==> src/rtl/haraka512_digest_out.sv <==
// Haraka-512 output stage: feed-forward XOR, truncation to a 256-bit digest,
// and serialization of that digest as NW words of WORD_W bits.
module haraka512_digest_out #(
  parameter int WORD_W = 32
) (
  input  logic              clk,
  input  logic              rst_n,
  input  logic              in_valid,
  output logic              in_ready,
  input  logic [511:0]      perm_out,
  input  logic [511:0]      msg_in,
  output logic              out_valid,
  input  logic              out_ready,
  output logic [WORD_W-1:0] out_data,
  output logic              out_last,
  output logic              busy,
  output logic [15:0]       digest_cnt
);
  localparam int NW = 256 / WORD_W;
  localparam int BW = (NW > 1) ? $clog2(NW) : 1;
  localparam logic [BW-1:0] LAST_BEAT = BW'(NW - 1);

  typedef enum logic [0:0] {
    IDLE = 1'b0,
    SEND = 1'b1
  } state_t;

  state_t        state_r;
  state_t        state_nxt;
  logic [BW-1:0] beat_r;
  logic [BW-1:0] beat_nxt;
  logic [255:0]  digest_r;
  logic [255:0]  digest_in;
  logic [255:0]  digest_shift;
  logic [511:0]  ff_full;
  logic [15:0]   cnt_r;
  logic          out_fire;
  logic          last_fire;
  logic          in_fire;
  logic          unused_ff_bytes;

  // Feed-forward and truncation: keep F bytes 8..15, 24..31, 32..39, 48..55.
  always_comb begin
    ff_full         = perm_out ^ msg_in;
    digest_in       = {ff_full[447:384], ff_full[319:256], ff_full[255:192], ff_full[127:64]};
    unused_ff_bytes = ^{ff_full[511:448], ff_full[383:320], ff_full[191:128], ff_full[63:0]};
  end

  // Handshake decode and word selection from the holding register.
  always_comb begin
    out_valid    = (state_r == SEND);
    busy         = (state_r == SEND);
    out_last     = out_valid && (beat_r == LAST_BEAT);
    out_fire     = out_valid && out_ready;
    last_fire    = out_fire && out_last;
    in_ready     = (state_r == IDLE) || last_fire;
    in_fire      = in_valid && in_ready;
    digest_shift = digest_r << (32'(beat_r) * WORD_W);
    out_data     = digest_shift[255 -: WORD_W];
  end

  // Next state and beat index; a new digest accepted on the last beat restarts at beat 0.
  always_comb begin
    state_nxt = state_r;
    beat_nxt  = beat_r;
    case (state_r)
      IDLE: begin
        if (in_fire) state_nxt = SEND;
        else         state_nxt = IDLE;
      end
      SEND: begin
        if (last_fire && !in_fire) state_nxt = IDLE;
        else                       state_nxt = SEND;
      end
      default: state_nxt = IDLE;
    endcase
    if (in_fire || last_fire) beat_nxt = {BW{1'b0}};
    else if (out_fire)        beat_nxt = beat_r + BW'(1);
    else                      beat_nxt = beat_r;
  end

  // State, beat, digest holding register and completed-digest counter.
  always_ff @(posedge clk or negedge rst_n) begin
    if (!rst_n) begin
      state_r  <= IDLE;
      beat_r   <= {BW{1'b0}};
      digest_r <= 256'd0;
      cnt_r    <= 16'd0;
    end else begin
      state_r <= state_nxt;
      beat_r  <= beat_nxt;
      if (in_fire)   digest_r <= digest_in;
      if (last_fire) cnt_r    <= cnt_r + 16'd1;
    end
  end

  assign digest_cnt = cnt_r;

endmodule

==> config.mk <==
export PLATFORM = sky130hd
export DESIGN_NAME = haraka512_digest_out
export DESIGN_NICKNAME = d
export VERILOG_FILES = /design/src/rtl/haraka512_digest_out.sv
export SDC_FILE = /design/constraint.sdc
export NUM_CORES = 1
export LEC_CHECK = 0
export ABC_AREA = 0
export BUFFER_PORTS_ARGS = -buffer_cell sky130_fd_sc_hd__buf_2
export CAP_MARGIN = 0
export CORE_AREA = 2 2 426 428
export DETAILED_ROUTE_END_ITERATION = 10
export DIE_AREA = 0 0 428 430
export GPL_TIMING_DRIVEN = 0
export SYNTH_ARGS = -nofsm -noshare
export SYNTH_HDL_FRONTEND = slang
export SYNTH_SLANG_ARGS = --single-unit
export TNS_END_PERCENT = 1
==> constraint.sdc <==
create_clock -name clk -period 2.7 [get_ports clk]
set_input_delay 0 -clock clk [delete_from_list [all_inputs] [get_ports clk]]
set_output_delay 0 -clock clk [all_outputs]
set_load 0.01 [all_outputs]
==> metrics.md <==
| Metric | Value |
|---|---|
| Commonest non-fill, non-tap cells in the layout | `586 x buf_2, 514 x dlygate4sd3_1, 274 x dfrtp_1` |
| Average size of a mapped cell | `10.96 µm²` |
| Logic pwr share | `43.3%` |
| Setup bufs post-CTS | `0` |
| PwrDens | `between 800 and 900 nW/µm²` |
| Number of cell rows | `~160` |
| Area contributors post-synth | `dfrtp_1 49%, xnor2_1 16%, mux4_2 10%, a21oi_1 9.2%, nor2_1 7.0%` |
| Routed len/inst | `25.03 µm` |
| Die W | `approximately 430 µm` |
| Area Overhead vs Synth | `90.03%` |
| Starting Density | `7.765%` |
| First-pass GRT wire length | `between 150000 and 200000 µm` |
| Max Cap Violations | `0` |
| CP max stage cell | `clkbuf_1` |
| Drt total wl | `between 100000 and 150000 µm` |
| Initial antenna violation count | `287` |
| Vias | `16355` |
| Synth cell types | `29` |
| CTS clk-pin slew, worst paths | `60 ps` |
| Core Area | `179800 µm²` |
| Iter 0 DRT Violations | `1388` |
| DRC violations left | `0` |
| CP Data Arrival Time | `2670 ps` |
| Worst-Margin Slew | `941.0 ps` |
| Dpl ws | `-763.4 ps` |
| Synthesized Nets | `2305` |
| Tcrit/Tclk final | `99.07%` |
| WP buf/inv | `2` |
| Clk_lat worst skew | `600 ps` |
| FF/Latch Area | `between 6000 and 7000 µm²` |
| Drt pass-1 iters | `5` |
| Ratio of cells with drive above 1 in the final layout | `~33%` |
| Switching Fraction | `38.41%` |
| Largest net degree at the start of global routing | `107` |
| Int Pwr | `0.01357 W` |
| Mapped Cells | `between 1000 and 1500` |
| Yosys top cell by area | `dfrtp_1` |
| I/O pins | `1080` |
| Required @ worst endpoint | `2700 ps` |
| CP Capture Type | `output pin` |
| Relative slew slack | `37.27%` |
| Outcome | `finished, final reports clean` |
| F_max | `around 0.37 GHz` |
| Area of the multi-input gates | `6705 µm²` |
| Type of the worst setup path | `reg -> out` |
| Clk pwr share | `23.2%` |
| Die H | `approximately 430 µm` |
| GRT Overall Usage | `12.73%` |
| Yosys warns | `0` |
| Antenna-violating nets left | `0` |
| Worst Hold Class | `in -> reg` |
| Setup violation total in the final timing report | `0` |
| Leakage power | `10.69 nW` |
| Switching power | `0.008464 W` |
| Final Cell Area | `about 27000 µm²` |
| Part of the power in registers | `33.5%` |
| Post-DP Area | `19830 µm²` |
| Crit path time final | `approximately 2700 ps` |
| CTS tree | `yes` |
| Hpwl dp | `102400 µm` |
| CP Launch Type | `flop` |
| Flops & latches, synth | `approximately 280` |
| Vias in the first global route | `16227` |
| # H-tree levels | `2` |
| Fillcell total | `20058` |
| Final hold viol count | `0` |
| Max-slew violations | `0` |
| Worst Slack Setup Final | `between 20 and 30 ps` |
| Critical-path maximum fanout | `10` |
| Cell Area, Synth | `between 10000 and 15000 µm²` |
| PortBufs | `567` |
| Inserted Clock Buffers | `36` |
| Sequential area share after synthesis | `49.48%` |
| Nets@finish | `between 3000 and 4000` |
| CP peak stage delay | `660 ps` |
| Final clock skew | `29.78 ps` |
| Top cell type's share of synthesized area | `49.48%` |
| TNS Setup | `0 ps` |
| Global route overflow | `0` |
| Most common cell after layout, fill and taps aside | `buf_2` |
| Placer congestion estimate | `0.8955` |
| Peak VDD IR | `0.0004660 V` |
| Clk buf depth | `3` |
| Die area | `approximately 180000 µm²` |
| CP cell instances | `clkbuf_1 > mux4_2 > mux2_2 > buf_2` |
| Via/cell ratio | `3.366` |
| Clock root buffer | `clkbuf_16` |
| Sink Count | `roughly 280` |
| CP delay by family, top | `buffers and inverters` |
[path summary, 6_finish.rpt]
path | slack, ps | cells past startpoint | start | to
max reg2reg | 100 | 9 | beat_r[1] | digest_r[198]
min reg2reg | 480 | 1 | digest_cnt[15] | digest_cnt[15]
max in group asynchronous | 1170 | 4 | rst_n | digest_cnt[14]
min | 10 | 3 | perm_out[96] | digest_r[32]
max | 30 | 4 | beat_r[1] | out_data[1]
min in group asynchronous | 70 | 2 | rst_n | digest_r[227]
[stage by stage]
| step | cells | utilization (%) | hold slack (ps) | total power, W |
|---|---|---|---|---|
| final | 4859 | 14.76 | 9.847 | 0.02204 |
| after global routing | 4829 | 14.71 | 25.53 | 0.02301 |
| after CTS | 4791 | 14.66 | 6.973 | 0.02198 |
| after detailed placement | 4213 | 11.03 | 138.8 | 0.01574 |
| after global placement | 4211 | 10.99 | 221.4 | 0.01546 |
| after floorplan | 1274 | - | -295.6 | 0.01169 |
[synthesized netlist by cell type]
| cell type | count |
|---|---|
| a21bo_2 | 1 |
| a21oi_1 | 256 |
| a22o_1 | 2 |
| and2_1 | 1 |
| and2_2 | 1 |
| and3_1 | 5 |
| buf_1 | 5 |
| buf_2 | 33 |
| buf_4 | 1 |
| buf_6 | 1 |
| clkbuf_1 | 37 |
| dfrtp_1 | 276 |
| ha_1 | 3 |
| inv_1 | 2 |
| mux2_2 | 34 |
| mux2i_1 | 1 |
| mux4_2 | 64 |
| nand2_1 | 6 |
| nand2b_1 | 1 |
| nand3_1 | 4 |
| nand4_1 | 3 |
| nand4_2 | 1 |
| nor2_1 | 261 |
| nor3_2 | 1 |
| nor3_4 | 1 |
| nor4_1 | 1 |
| or4_4 | 1 |
| xnor2_1 | 262 |
| xor2_1 | 9 |
[cells by family (layout without fill, tap and decap cells)]
family	after synthesis	count (layout)	synth area share (%)
compound gates	259	259	9.376
xor+xnor	271	271	17.00
fa+ha+maj	3	3	0.2689
buf+inv	79	1226	2.501
flops	276	276	49.48
mux	99	99	13.14
other cells	0	68	0
simple gates	287	287	8.229
[final cells by class]
cell class / instances / share of cell area (%)
timing repair buffer: 1083 / 30.34
sequential: 276 / 26.05
multi-input combinational: 919 / 25.28
tap: 2370 / 11.18
clock buffer: 45 / 3.788
buffer: 77 / 1.896
clock inverter: 19 / 0.8019
antenna: 68 / 0.6415
inverter: 2 / 0.02830
[timing repair]
item	in CTS	in global routing
gates resized for setup	85	2
hold endpoints to repair	371	0
hold buffers	514	0
setup endpoints to repair	288	206
[metal layers]
layer	wire length (µm)	track usage, %	part of all wire [%]
met5	813	0	0.67
met4	7874	7.354	6.5
met3	13350	5.627	11
met2	59280	21.71	49
met1	40290	12.91	33
[sequential cells by signal, indices dropped and copies added, names as in the netlist]
name / flops
digest_r: 256
beat_r: 3
digest_cnt: 16
busy: 1
[tightest hold or removal path, delay by kind of cell]
family | cells | cell delay (ps)
buffers and inverters | 1 | 130
XOR/XNOR | 1 | 200
AO/OA/AOI/OAI | 1 | 200
[power groups by stage]
stage / sequential (W) / clock [W] / combinational (W)
after floorplan: 0.00688 / 0 / 0.00481
after global placement: 0.00729 / 0 / 0.00817
after detailed placement: 0.00738 / 0 / 0.00836
after CTS: 0.00734 / 0.00519 / 0.00945
after global routing: 0.00758 / 0.00536 / 0.0101
final: 0.00738 / 0.00512 / 0.00954
Power figures use the tool's default switching activity.
